File: src/rtl/mem_arbiter_if.sv
// Bundle of the requester-side and memory-side signals of mem_arbiter.
// slave  : arbiter view (takes requests and memory responses, drives grants and the memory command).
// master : environment view (requesters plus memory model).
interface mem_arbiter_if #(
  parameter int NUM_REQ    = 3,
  parameter int ADDR_WIDTH = 32,
  parameter int DATA_WIDTH = 32
);
  // Requester side; addr/wdata are flattened, requester i at [i*W +: W]
  logic [NUM_REQ-1:0]            req_valid;
  logic [NUM_REQ-1:0]            req_write;
  logic [NUM_REQ*ADDR_WIDTH-1:0] req_addr;
  logic [NUM_REQ*DATA_WIDTH-1:0] req_wdata;
  logic [NUM_REQ-1:0]            req_ready;
  logic [NUM_REQ-1:0]            req_fault;
  logic [DATA_WIDTH-1:0]         req_rdata;
  logic [NUM_REQ-1:0]            grant;
  // Memory side
  logic                          mem_valid;
  logic                          mem_write;
  logic [ADDR_WIDTH-1:0]         mem_addr;
  logic [DATA_WIDTH-1:0]         mem_wdata;
  logic                          mem_ready;
  logic [DATA_WIDTH-1:0]         mem_rdata;

  modport slave (
    input  req_valid, req_write, req_addr, req_wdata, mem_ready, mem_rdata,
    output req_ready, req_fault, req_rdata, grant,
           mem_valid, mem_write, mem_addr, mem_wdata
  );

  modport master (
    output req_valid, req_write, req_addr, req_wdata, mem_ready, mem_rdata,
    input  req_ready, req_fault, req_rdata, grant,
           mem_valid, mem_write, mem_addr, mem_wdata
  );
endinterface

File: src/rtl/mem_arbiter.sv
// Purpose : round-robin share of one memory port among NUM_REQ requesters, one transaction in flight.
// Latency : request seen in IDLE -> mem_valid next cycle; mem_ready at cycle M -> req_ready at M+1.
// Backpres: requesters hold req_valid until their req_ready pulse; the memory stalls by withholding mem_ready.
// Ports   : clk, reset (sync, active-high); bus = mem_arbiter_if.slave carrying
//           req_valid/req_write/req_addr/req_wdata in, req_ready/req_fault/req_rdata/grant out,
//           mem_valid/mem_write/mem_addr/mem_wdata out, mem_ready/mem_rdata in.
// Option  : define MEM_ARB_TIMEOUT_EN to fault a transaction after TIMEOUT_CYCLES BUSY cycles;
//           without it BUSY waits indefinitely and req_fault is tied low.
module mem_arbiter #(
  parameter int NUM_REQ        = 3,
  parameter int ADDR_WIDTH     = 32,
  parameter int DATA_WIDTH     = 32,
  parameter int TIMEOUT_CYCLES = 16
) (
  input  logic          clk,
  input  logic          reset,
  mem_arbiter_if.slave  bus
);

  localparam int IDX_W = $clog2(NUM_REQ);

  typedef enum logic [1:0] {IDLE, BUSY, DONE} state_t;

  state_t                state_q, state_d;
  logic [IDX_W-1:0]      last_grant_q, last_grant_d;
  logic [NUM_REQ-1:0]    grant_q, grant_d;
  logic [NUM_REQ-1:0]    req_ready_q, req_ready_d;
  logic [DATA_WIDTH-1:0] req_rdata_q, req_rdata_d;
  logic                  mem_valid_q, mem_valid_d;
  logic                  mem_write_q, mem_write_d;
  logic [ADDR_WIDTH-1:0] mem_addr_q, mem_addr_d;
  logic [DATA_WIDTH-1:0] mem_wdata_q, mem_wdata_d;

  logic [IDX_W-1:0]      pick;
  logic                  any_req;

`ifdef MEM_ARB_TIMEOUT_EN
  localparam int CNT_W = $clog2(TIMEOUT_CYCLES) + 1;
  logic [CNT_W-1:0]      cnt_q, cnt_d;
  logic [NUM_REQ-1:0]    req_fault_q, req_fault_d;
`endif

  // First requester at or after last_grant+1 (wrapping). Result is only used when any_req is set.
  function automatic logic [IDX_W-1:0] rr_pick(input logic [NUM_REQ-1:0] vld,
                                               input logic [IDX_W-1:0]   last);
    logic [IDX_W-1:0] sel;
    logic [IDX_W-1:0] cand;
    logic             found;
    sel   = last;
    found = 1'b0;
    for (int k = 1; k <= NUM_REQ; k++) begin
      cand = IDX_W'((int'(last) + k) % NUM_REQ);
      if (!found && vld[cand]) begin
        found = 1'b1;
        sel   = cand;
      end
    end
    return sel;
  endfunction

  assign pick    = rr_pick(bus.req_valid, last_grant_q);
  assign any_req = |bus.req_valid;

  always_comb begin
    state_d      = state_q;
    last_grant_d = last_grant_q;
    grant_d      = grant_q;
    req_ready_d  = req_ready_q;
    req_rdata_d  = req_rdata_q;
    mem_valid_d  = mem_valid_q;
    mem_write_d  = mem_write_q;
    mem_addr_d   = mem_addr_q;
    mem_wdata_d  = mem_wdata_q;
`ifdef MEM_ARB_TIMEOUT_EN
    cnt_d        = cnt_q;
    req_fault_d  = req_fault_q;
`endif

    case (state_q)
      IDLE: begin
        // mem_ready is meaningless here and deliberately not looked at
        if (any_req) begin
          grant_d      = NUM_REQ'(1) << pick;
          last_grant_d = pick;
          mem_valid_d  = 1'b1;
          mem_write_d  = bus.req_write[pick];
          mem_addr_d   = bus.req_addr[pick*ADDR_WIDTH +: ADDR_WIDTH];
          mem_wdata_d  = bus.req_wdata[pick*DATA_WIDTH +: DATA_WIDTH];
          state_d      = BUSY;
`ifdef MEM_ARB_TIMEOUT_EN
          cnt_d        = '0;
`endif
        end
      end

      BUSY: begin
        // Requester inputs are not consulted: the command was captured on entry
        if (bus.mem_ready) begin
          req_ready_d = grant_q;
          req_rdata_d = mem_write_q ? '0 : bus.mem_rdata;
          mem_valid_d = 1'b0;
          state_d     = DONE;
        end
`ifdef MEM_ARB_TIMEOUT_EN
        else if (cnt_q == CNT_W'(TIMEOUT_CYCLES - 1)) begin
          req_ready_d = grant_q;
          req_fault_d = grant_q;
          req_rdata_d = '0;
          mem_valid_d = 1'b0;
          state_d     = DONE;
        end else begin
          cnt_d = cnt_q + CNT_W'(1);
        end
`endif
      end

      DONE: begin
        // No arbitration here: gives the owner a cycle to drop req_valid
        req_ready_d = '0;
        grant_d     = '0;
        req_rdata_d = '0;
`ifdef MEM_ARB_TIMEOUT_EN
        req_fault_d = '0;
`endif
        state_d     = IDLE;
      end

      default: state_d = IDLE;
    endcase
  end

  always_ff @(posedge clk) begin
    if (reset) begin
      state_q      <= IDLE;
      last_grant_q <= IDX_W'(NUM_REQ - 1);
      grant_q      <= '0;
      req_ready_q  <= '0;
      req_rdata_q  <= '0;
      mem_valid_q  <= 1'b0;
      mem_write_q  <= 1'b0;
      mem_addr_q   <= '0;
      mem_wdata_q  <= '0;
`ifdef MEM_ARB_TIMEOUT_EN
      cnt_q        <= '0;
      req_fault_q  <= '0;
`endif
    end else begin
      state_q      <= state_d;
      last_grant_q <= last_grant_d;
      grant_q      <= grant_d;
      req_ready_q  <= req_ready_d;
      req_rdata_q  <= req_rdata_d;
      mem_valid_q  <= mem_valid_d;
      mem_write_q  <= mem_write_d;
      mem_addr_q   <= mem_addr_d;
      mem_wdata_q  <= mem_wdata_d;
`ifdef MEM_ARB_TIMEOUT_EN
      cnt_q        <= cnt_d;
      req_fault_q  <= req_fault_d;
`endif
    end
  end

  assign bus.grant     = grant_q;
  assign bus.req_ready = req_ready_q;
  assign bus.req_rdata = req_rdata_q;
  assign bus.mem_valid = mem_valid_q;
  assign bus.mem_write = mem_write_q;
  assign bus.mem_addr  = mem_addr_q;
  assign bus.mem_wdata = mem_wdata_q;
`ifdef MEM_ARB_TIMEOUT_EN
  assign bus.req_fault = req_fault_q;
`else
  assign bus.req_fault = '0;
`endif

endmodule

File: src/flat_wrapper.sv
// flat-port wrapper written by rule: the top's interface ports become plain ports
module mem_arbiter_flat 
#(
  parameter int NUM_REQ        = 3,
  parameter int ADDR_WIDTH     = 32,
  parameter int DATA_WIDTH     = 32,
  parameter int TIMEOUT_CYCLES = 16
)
  (clk, reset, bus_req_valid, bus_req_write, bus_req_addr, bus_req_wdata, bus_mem_ready, bus_mem_rdata, bus_req_ready, bus_req_fault, bus_req_rdata, bus_grant, bus_mem_valid, bus_mem_write, bus_mem_addr, bus_mem_wdata);
  mem_arbiter_if #(.NUM_REQ(NUM_REQ), .ADDR_WIDTH(ADDR_WIDTH), .DATA_WIDTH(DATA_WIDTH)) bus_i ();
  input  logic clk;
  input  logic reset;
  input wire logic [$bits(bus_i.req_valid)-1:0] bus_req_valid;
  input wire logic [$bits(bus_i.req_write)-1:0] bus_req_write;
  input wire logic [$bits(bus_i.req_addr)-1:0] bus_req_addr;
  input wire logic [$bits(bus_i.req_wdata)-1:0] bus_req_wdata;
  input wire logic [$bits(bus_i.mem_ready)-1:0] bus_mem_ready;
  input wire logic [$bits(bus_i.mem_rdata)-1:0] bus_mem_rdata;
  output wire logic [$bits(bus_i.req_ready)-1:0] bus_req_ready;
  output wire logic [$bits(bus_i.req_fault)-1:0] bus_req_fault;
  output wire logic [$bits(bus_i.req_rdata)-1:0] bus_req_rdata;
  output wire logic [$bits(bus_i.grant)-1:0] bus_grant;
  output wire logic [$bits(bus_i.mem_valid)-1:0] bus_mem_valid;
  output wire logic [$bits(bus_i.mem_write)-1:0] bus_mem_write;
  output wire logic [$bits(bus_i.mem_addr)-1:0] bus_mem_addr;
  output wire logic [$bits(bus_i.mem_wdata)-1:0] bus_mem_wdata;
  assign bus_i.req_valid = bus_req_valid;
  assign bus_i.req_write = bus_req_write;
  assign bus_i.req_addr = bus_req_addr;
  assign bus_i.req_wdata = bus_req_wdata;
  assign bus_i.mem_ready = bus_mem_ready;
  assign bus_i.mem_rdata = bus_mem_rdata;
  assign bus_req_ready = bus_i.req_ready;
  assign bus_req_fault = bus_i.req_fault;
  assign bus_req_rdata = bus_i.req_rdata;
  assign bus_grant = bus_i.grant;
  assign bus_mem_valid = bus_i.mem_valid;
  assign bus_mem_write = bus_i.mem_write;
  assign bus_mem_addr = bus_i.mem_addr;
  assign bus_mem_wdata = bus_i.mem_wdata;
  mem_arbiter #(.NUM_REQ(NUM_REQ), .ADDR_WIDTH(ADDR_WIDTH), .DATA_WIDTH(DATA_WIDTH), .TIMEOUT_CYCLES(TIMEOUT_CYCLES)) u_core (.clk(clk), .reset(reset), .bus(bus_i));
endmodule
File: config.mk
export PLATFORM = sky130hd
export DESIGN_NAME = mem_arbiter_flat
export DESIGN_NICKNAME = d
export VERILOG_FILES = /design/src/rtl/mem_arbiter_if.sv /design/src/rtl/mem_arbiter.sv /design/src/flat_wrapper.sv
export SDC_FILE = /design/constraint.sdc
export NUM_CORES = 1
export LEC_CHECK = 0
export ABC_AREA = 1
export CAP_MARGIN = 20
export CORE_AREA = 2 2 133 135
export CTS_CLUSTER_DIAMETER = 100
export DETAILED_ROUTE_END_ITERATION = 16
export DIE_AREA = 0 0 135 137
export GPL_TIMING_DRIVEN = 0
export PLACE_DENSITY = 0.77
export SLEW_MARGIN = 15
export SYNTH_ARGS = -nofsm -noshare
export SYNTH_HDL_FRONTEND = slang
export SYNTH_SLANG_ARGS = --single-unit
File: constraint.sdc
create_clock -name clk -period 2.7 [get_ports clk]
set_input_delay 0.54 -clock clk [delete_from_list [all_inputs] [get_ports clk]]
set_output_delay 0.54 -clock clk [all_outputs]
set_load 0.05 [all_outputs]
# Yosys cells after proc, flatten, opt, wreduce, memory -nomap -nowiden
# Index checks and enable logic that the tools add are counted.
# totals
reg_bits	108
latchBits	0
mem_bits_rw	0
mem_bits_ro	0
inputBits	233
elab_cells	66
n_memories	0
# op_classes
add_sub_neg	3
n_mul	0
div	3
order_cmp	4
eq_ne	4
shifts	3
muxes	26
bitwise_logic	0
n_reduce_logical	14
# op_table
operator	count
$shiftx 96x8->32	2
$mod 32x3->32 const B	3
$mux 32	2
$pmux 32 s2	1
$lt 2x3->1 const B	4
$pmux 3 s2	2
$mux 2	5
$bmux 1 s2	4
$mux 1	8
$reduce_and 2->1	4
$add 2x2->3 const B	2
$mux 3	2
$reduce_bool 2->1	3
$pmux 2 s2	1
$add 2x1->3 const B	1
$reduce_and 3->1	1
$reduce_or 3->1	1
$shl 1x2->3 const A	1
$eq 2x1->1 const B	1
$eq 2x2->1 const B	1
$logic_and 1x1->1	2
$logic_not 1->1	2
$logic_not 2->1	1
$ne 2x1->1 const B	1
other kinds (2)	2

# Depth between registers and ports, before layout
# depth
ltp_word	14
depth_mapped	18

# Worst setup path before layout
# Ideal clock, no wire load.
# synth_timing
path_type	reg-to-reg
from	reg u_core.last_grant_q[0]
to	reg u_core.mem_addr_q[20], in the netlist u_core.bus.mem_addr[20]
setup_time_ns	0.118
t_arrival_ns	2.029
path_slack_ns	0.553
path_stages_with_launch	17
path_buffers	2
path_cell_list	dfxtp_1 > inv_1 > ha_1 > inv_2 > nand2_1 > nand3_2 > nand2_4 > nand3_4 > nand2_1 > nor2_1 > nor2_4 > buf_4 > buf_6 > nand3_1 > nand2_1 > nor2_1 > nor2_1
# synth_via
elab_chain_cells	12
# synth_lines
element	line_no	source
start, declared	mem_arbiter.sv:25	logic [IDX_W-1:0] last_grant_q, last_grant_d;
start signal, assigned	mem_arbiter.sv:135	last_grant_q <= IDX_W'(NUM_REQ - 1);
start signal, assigned	mem_arbiter.sv:149	last_grant_q <= last_grant_d;
$add 2x1->3	mem_arbiter.sv:52	cand = IDX_W'((int'(last) + k) % NUM_REQ);
$mod 32x3->32	mem_arbiter.sv:52	
$bmux 1 s2	mem_arbiter.sv:53	if (!found && vld[cand]) begin
$mux 1 (implied by the code)	mem_arbiter.sv:53	
$mux 1	mem_arbiter.sv:53	
$logic_not 1->1	mem_arbiter.sv:53	
$logic_and 1x1->1	mem_arbiter.sv:53	
$mux 1	mem_arbiter.sv:53	
$logic_not 1->1	mem_arbiter.sv:53	
$logic_and 1x1->1	mem_arbiter.sv:53	
$mux 2 (*)	mem_arbiter.sv:53	
$shiftx 96x8->32 (*)	mem_arbiter.sv:87	mem_addr_d = bus.req_addr[pick*ADDR_WIDTH +: ADDR_WIDTH];
end signal, assigned	mem_arbiter.sv:155	mem_addr_q <= mem_addr_d;
end, declared	mem_arbiter.sv:31	logic [ADDR_WIDTH-1:0] mem_addr_q, mem_addr_d;
# Every way passes the cells marked *; elsewhere a longest branch is shown, timed or not. The select of a mux whose other input is x is not followed.
# A chain may end at the register's enable or synchronous reset.

# Final worst setup path
# layout_timing
from	in bus_req_valid[2]
to	reg u_core.mem_wdata_q[1], in the netlist u_core.bus.mem_wdata[1]
# layout_via
elab_chain_cells	10
# layout_lines
element	line_no	source
start, declared	flat_wrapper.sv:13	input wire logic [$bits(bus_i.req_valid)-1:0] bus_req_valid;
$bmux 1 s2	mem_arbiter.sv:53	
$mux 1 (implied by the code)	mem_arbiter.sv:53	
$mux 1	mem_arbiter.sv:53	
$logic_not 1->1	mem_arbiter.sv:53	
$logic_and 1x1->1	mem_arbiter.sv:53	
$mux 1	mem_arbiter.sv:53	
$logic_not 1->1	mem_arbiter.sv:53	
$logic_and 1x1->1	mem_arbiter.sv:53	
$mux 2	mem_arbiter.sv:53	
$shiftx 96x8->32	mem_arbiter.sv:88	mem_wdata_d = bus.req_wdata[pick*DATA_WIDTH +: DATA_WIDTH];
end signal, assigned	mem_arbiter.sv:156	mem_wdata_q <= mem_wdata_d;
end, declared	mem_arbiter.sv:32	logic [DATA_WIDTH-1:0] mem_wdata_q, mem_wdata_d;
# Parallel ways exist; a longest one is shown, timed or not. The select of a mux whose other input is x is not followed.

==> impl_metrics.env <==
export IMPL_ff2ff_path_depth=15
export IMPL_yosys_warnings=0
export IMPL_clk_pin_slew_ns=0.08
export IMPL_finalWirelength_um=25600
export IMPL_grt_pass1_vias=7489
export IMPL_setup_violations=0
export IMPL_reg2reg_slack_ns=0.24
export IMPL_swShare_pct=57.00
export IMPL_final_cells=1625
export IMPL_clk_latency_ns=0.36
export IMPL_slew_headroom_pct=60.58
export IMPL_power_density_mw_per_mm2=1652
export IMPL_cts_tree="built"
export IMPL_min_to="u_core.bus.req_rdata[21]"
export IMPL_worst_slew_pin_transition_ns=0.5913
export IMPL_finalMaxSlewViolations=0
export IMPL_io_pins=340
export IMPL_remaining_drc_errors=0
export IMPL_first_pass_iters=5
export IMPL_async_flop_share_pct=0
export IMPL_cellLeakagePower_uw=0.004578
export IMPL_setup_worst_path_end_class="flop"
export IMPL_grt_usage_pct=26.52
export IMPL_period_share_pct=94.07
export IMPL_switchingPower_uw=9651
export IMPL_r2r_end="u_core.bus.mem_addr[13]"
export IMPL_fin_tns_setup_ns=0
export IMPL_pre_cts_ws_ns=-0.2813
export IMPL_grt_ovfl_total=0
export IMPL_fin_crit_ns=2.540
export IMPL_clockBufferDepth=2
export IMPL_synth_cell_area_mm2=0.006286
export IMPL_dpl_hpwl_um=19730
export IMPL_max_cap_violations=0
export IMPL_ys_seq_area_share_pct=34.39
export IMPL_synth_area_top_cells="dfxtp_1, nor2_1, nand3_1"
export IMPL_grt_first_pass_wirelength_um=38480
export IMPL_yosysTopAreaCell="dfxtp_1"
export IMPL_p_int_uw=7280
export IMPL_grt_max_degree=18
export IMPL_regToRegStartpoint="u_core.last_grant_q[0]"
export IMPL_p_seq_share_pct=15.0
export IMPL_io_buffers=335
export IMPL_hp_start="u_core.bus.req_rdata[21]"
export IMPL_synth_top_cell_area_share_pct=34.39
export IMPL_diodes=0
export IMPL_required_ns=2.96
export IMPL_yosysMostFrequentCell="nor2_1"
export IMPL_syn_inst=1047
export IMPL_antenna_found_initial=0
export IMPL_post_drt_wl_per_cell_um=15.76
export IMPL_initial_utilization_pct=36.85
export IMPL_critPathMaxFanout=10
export IMPL_num_vias=7961
export IMPL_rsz0062_at_grt="no"
export IMPL_synth_edf_count=0
export IMPL_worstPathArrival_ns=2.80
export IMPL_via_per_inst=4.899
export IMPL_drt_initial_drc_count=501
export IMPL_finalHoldViolations=0
export IMPL_critPathLaunchType="input pin"
export IMPL_cts_hold_buffers=0
export IMPL_hold_class="reg -> reg"
export IMPL_place_gp_congestion=0.9398
export IMPL_status="completed"
export IMPL_cts_buffers=9
export IMPL_syn_avg_cell_area_um2=6.004
export IMPL_drive_gt1_share_pct=5.000
export IMPL_synth_top_flop_cell="dfxtp_1"
export IMPL_ys_ff_latch=108
export IMPL_die_area_mm2=0.01850
export IMPL_rows=48
export IMPL_p_clk_share_pct=8.2
export IMPL_ctsRootBufferMaster="clkbuf_16"
export IMPL_netlist_cell_type_count=25
export IMPL_core_mm2=0.01706
export IMPL_fin_nets=1632
export IMPL_placedCellCount=1609
export IMPL_area_growth_pct=63.04
export IMPL_numClockSinks=108
export IMPL_fillers=1679
export IMPL_drtAntennaViolNets=0
export IMPL_synth_common_cells="nor2_1, nand2_1, nand3_1"
export IMPL_setup_ws_ns=0.1601
export IMPL_crit_type="in -> reg"
export IMPL_die_width_um=135
export IMPL_combPwrFrac_pct=76.8
export IMPL_finClkSkew_ns=0.01053
export IMPL_ir_worst_vdd_v=0.001008
export IMPL_hold_path_depth=2
export IMPL_fmax_mhz=393.7
export IMPL_die_height_um=137
export IMPL_h_tree_depth=3
## cells in the final DEF, fill, tap and decap left out
| cell | instances |
|---|---|
| buf_2 | 16 |
| bufinv_16 | 1 |
| ha_4 | 1 |
| o21ai_2 | 1 |
| a21oi_1 | 39 |
| nand2_4 | 1 |
| nand2_2 | 1 |
| clkinvlp_4 | 1 |
| clkbuf_2 | 1 |
| o211ai_1 | 2 |
| buf_6 | 7 |
| inv_6 | 2 |
| nand3_2 | 1 |
| clkdlybuf4s50_1 | 335 |
| nand3b_1 | 1 |
| nand3_4 | 1 |
| clkbuf_16 | 9 |
| nor3_1 | 2 |
| o21ai_0 | 72 |
| ha_1 | 3 |
| nand2_1 | 191 |
| inv_1 | 83 |
| nand3_1 | 179 |
| inv_2 | 4 |
| dfxtp_1 | 108 |
| buf_1 | 1 |
| clkbuf_4 | 2 |
| nor2_2 | 1 |
| clkbuf_8 | 1 |
| conb_1 | 3 |
| clkbuf_1 | 38 |
| nor2_4 | 1 |
| buf_4 | 18 |
| nor2_1 | 273 |
## metal layers
layer  up-vias  part of all wire, %  track usage, %
met3        66                  7.6           5.074
met4         0                  3.5           11.92
li1       3989                    -               -
met1      3557                   39           30.72
met2       349                   50           47.43
met5         -                    0               0
## critical path, stage by stage
cell and delay, ns:
clkdlybuf4s50_1 0.54, inv_2 0.07, nand3_1 0.11, o211ai_1 0.11, nor2_1 0.16, clkbuf_1 0.49, clkbuf_1 0.44, nand2_1 0.14
nor2_1 0.15, nor2_1 0.05
## worst max path at each step
stage | startpoint | to | slack (ns) | cells past startpoint
2_1_floorplan | u_core.last_grant_q[0] | u_core.bus.mem_addr[20] | 0.55 | 16
3_3_place_gp | bus_req_valid[2] | u_core.bus.mem_wdata[17] | -0.26 | 10
3_5_place_dp | bus_req_valid[2] | u_core.bus.mem_wdata[17] | -0.28 | 10
4_1_cts | bus_req_valid[2] | u_core.bus.mem_addr[16] | 0.05 | 10
5_1_grt | u_core.last_grant_q[0] | u_core.bus.mem_wdata[6] | 0.02 | 16
6_report | bus_req_valid[2] | u_core.bus.mem_wdata[1] | 0.16 | 10
## cells by family after synthesis
logic type,count (synthesis),share of synthesized area (%)
other cells,1,0.05966
fa+ha+maj,4,0.7962
buf+inv,168,12.30
simple gates,652,43.23
compound gates,114,9.216
flops,108,34.39
## what timing repair did
| action | CTS | global route |
|---|---|---|
| setup buffers | 0 | 0 |
| gates resized for setup | 0 | 6 |
| setup endpoints to repair | 0 | 54 |
## through the flow
step | cell area (um2) | total power (uW) | hold WS, ns | util [%]
after floorplan | 6294 | 11590 | 0.5120 | -
final | 10250 | 16930 | 0.4646 | 60.09
after CTS | 10230 | 16860 | 0.4665 | 59.98
after global placement | 9928 | 15280 | 0.4477 | 58.21
after global routing | 10250 | 18350 | 0.4885 | 60.09
after detailed placement | 9928 | 15420 | 0.4551 | 58.21
## flip-flops by register name (all words and copies together), names as in the netlist
register and flops:
u_core.bus.grant 3, u_core.bus.mem_addr 32, u_core.bus.mem_valid 1, u_core.bus.mem_wdata 32
u_core.bus.mem_write 1, u_core.bus.req_rdata 32, u_core.bus.req_ready 3, u_core.last_grant_q 2
u_core.state_q 2
## power groups by stage
stage / sequential, uW / clock (uW) / combinational, uW
after floorplan: 4520 / 0 / 7070
after global placement: 2540 / 0 / 12700
after CTS: 2530 / 1400 / 12900
after detailed placement: 2550 / 0 / 12900
final: 2540 / 1390 / 13000
after global routing: 2590 / 1450 / 14300
## area by class of cell
class	count	area, um2	area share, %
repair buffers	335	3353	32.72
inverters	87	326.6	3.186
plain buffers	81	452.9	4.419
well taps	225	281.5	2.747
clock inverters	4	55.05	0.5372
clock buffers	12	246.5	2.405
flip-flops and latches	108	2162	21.10
multi-input cells	773	3371	32.89
No activity file was read; power rests on OpenSTA's default activity.
==> patch: new RTL, same settings <==
The option `MEM_ARB_TIMEOUT_EN` is turned on by a define.
--- a/src/rtl/mem_arbiter.sv
+++ b/src/rtl/mem_arbiter.sv
@@ -7,4 +7,6 @@
 // Option  : define MEM_ARB_TIMEOUT_EN to fault a transaction after TIMEOUT_CYCLES BUSY cycles;
 //           without it BUSY waits indefinitely and req_fault is tied low.
+`define MEM_ARB_TIMEOUT_EN
+
 module mem_arbiter #(
   parameter int NUM_REQ        = 3,
Check against the original RTL: not settled (the Yosys comparison gave no result); the edit may change what the design does.
==> patch against the unedited design <==
Sequential share of layout area is 0.093 points higher; register-to-register slack worse by 70 ps; synthesized area is 5.9% higher; critical path depth is 5 higher; design area is 7.0% higher; sequential cell count is 8 higher; wire length is 4.9% higher; synthesized cell count is 5.8% higher; largest power group unchanged; power is 7.1% lower; critical endpoint is now u_core.bus.mem_wdata[17]; worst setup slack better by 14 ps.
==> patch: results (changes against the unedited design) <==
Worst setup path
The worst setup path endpoint is u_core.bus.mem_wdata[17] (was u_core.bus.mem_wdata[1]). The slowest library cell on the worst path is sky130_fd_sc_hd__ha_2 (was sky130_fd_sc_hd__clkdlybuf4s50_1). The top cell family by delay on the critical path is simple AND/OR/NAND/NOR gates (was buffers and inverters).

The arrival time reported for the critical path endpoint is 2840 ps (was 2800 ps). The setup slack on the worst flop-to-flop path is 170 ps (was 240 ps). The stage delay of the slowest cell on the critical path is 380 ps (was 540 ps). The worst setup path startpoint is u_core.last_grant_q[0] (was bus_req_valid[2]).

STA
The worst hold slack across all endpoints is 464.6 ps (about the same). The normalized max-slew margin was 0.5996 (was 0.6058). The largest clock skew in the final design is 9.942 ps (was 10.53 ps).

CTS
The maximum root-to-sink buffer count was 2 (unchanged). The clock transition time at the flip-flop clock pins of the worst setup and hold paths is 60 ps (was 80 ps). The clock latency reported for the late side of the worst-skew pair is 420 ps (was 360 ps). The H-tree depth came to 4 (was 3).

Global routing
The met1 demand-to-capacity share in global routing is 0.3063 (was 0.3072). The global-route wire length before repair came to 40520 µm (was 38480 µm). The number of global-route vias before repair is 7901 (was 7489).

The met2 demand-to-capacity share in global routing is 0.5127 (was 0.4743). The met3 usage in global routing is 0.09667 (was 0.05074). The largest net degree at the start of global routing came to 17 (was 18).

Route
The routed length on met2 was 13320 µm (was 12740 µm). The total via count after detailed routing is 8338 (was 7961). The length of the first detailed-routing pass in iterations came to 6 (was 5).

The routed length on met3 is 2714 µm (was 1949 µm). The number of design-rule violations left by the first detailed-router iteration is 427 (was 501). The met1 layer wirelength in the final routing was 10070 µm (was 10000 µm). The total detailed-routing wirelength is 26850 µm (was 25600 µm).

Yosys
Top post-synthesis cells by area: sky130_fd_sc_hd__dfxtp_1 (35%), sky130_fd_sc_hd__nor2_1 (17%), sky130_fd_sc_hd__nand3_1 (13%), sky130_fd_sc_hd__nand2_1 (10%), sky130_fd_sc_hd__o21ai_0 (6.8%) (was sky130_fd_sc_hd__dfxtp_1 (34%), sky130_fd_sc_hd__nor2_1 (16%), sky130_fd_sc_hd__nand3_1 (14%), sky130_fd_sc_hd__nand2_1 (11%), sky130_fd_sc_hd__o21ai_0 (5.7%)). The post-synthesis compound-gate area fraction was 0.1057 (was 0.09216). The number of unique standard cell types used by synthesis is 24 (was 25). The xor-xnor portion of the synthesized cell area is 0.001316 (was 0).

Power and ir drop
The static leakage is 4.944 nW (was 4.578 nW).

Placement
The quantity of I/O buffers inserted on ports is 339 (was 335). The detailed placer's ending HPWL came to 20910 µm (was 19730 µm).

Worst hold path
The startpoint of the tightest hold check path is u_core.bus.req_rdata[19] (was u_core.bus.req_rdata[21]). The endpoint of the worst hold path was u_core.bus.req_rdata[19] (was u_core.bus.req_rdata[21]).

Cells and area
The fraction of layout instances using a drive strength above 1 came to 0.06014 (was 0.05000).

Outcome
Status: finished clean (unchanged).
-- patch: layout make-up --
cell class / count / area, µm²
Multi-Input combinational cell: 811 / 3587
Clock inverter: 14 / 153.9
Fill cell: 1630 / 6091
Tap cell: 225 / 281.5
Buffer: 78 / 392.9
Sequential cell: 116 / 2323
Clock buffer: 18 / 439.2
Timing Repair Buffer: 340 / 3401
Inverter: 103 / 386.6
-- patch: through the flow --
step	instance area [µm²]	std cells	utilization	worst slack, ps
2_1_floorplan	6655	1108	-	549.0
3_3_place_gp	10330	1672	0.6056	-780.1
3_5_place_dp	10340	1673	0.6061	-459.9
4_1_cts	10930	1705	0.6411	66.28
5_1_grt	10970	1705	0.6429	2.771
6_report	10970	1705	0.6429	174.5
-- patch: what timing repair did --
action | in CTS | in global routing
endpoints found under the setup margin | 4 | 98
resized for setup | 2 | 16
cloned | 0 | 0
-- patch: report_power, final --
part	switching, mW	internal, mW	leakage (nW)
clock	0.866	1.39	0.283
sequential	0.268	2.23	0.957
combinational	7.31	3.66	3.70
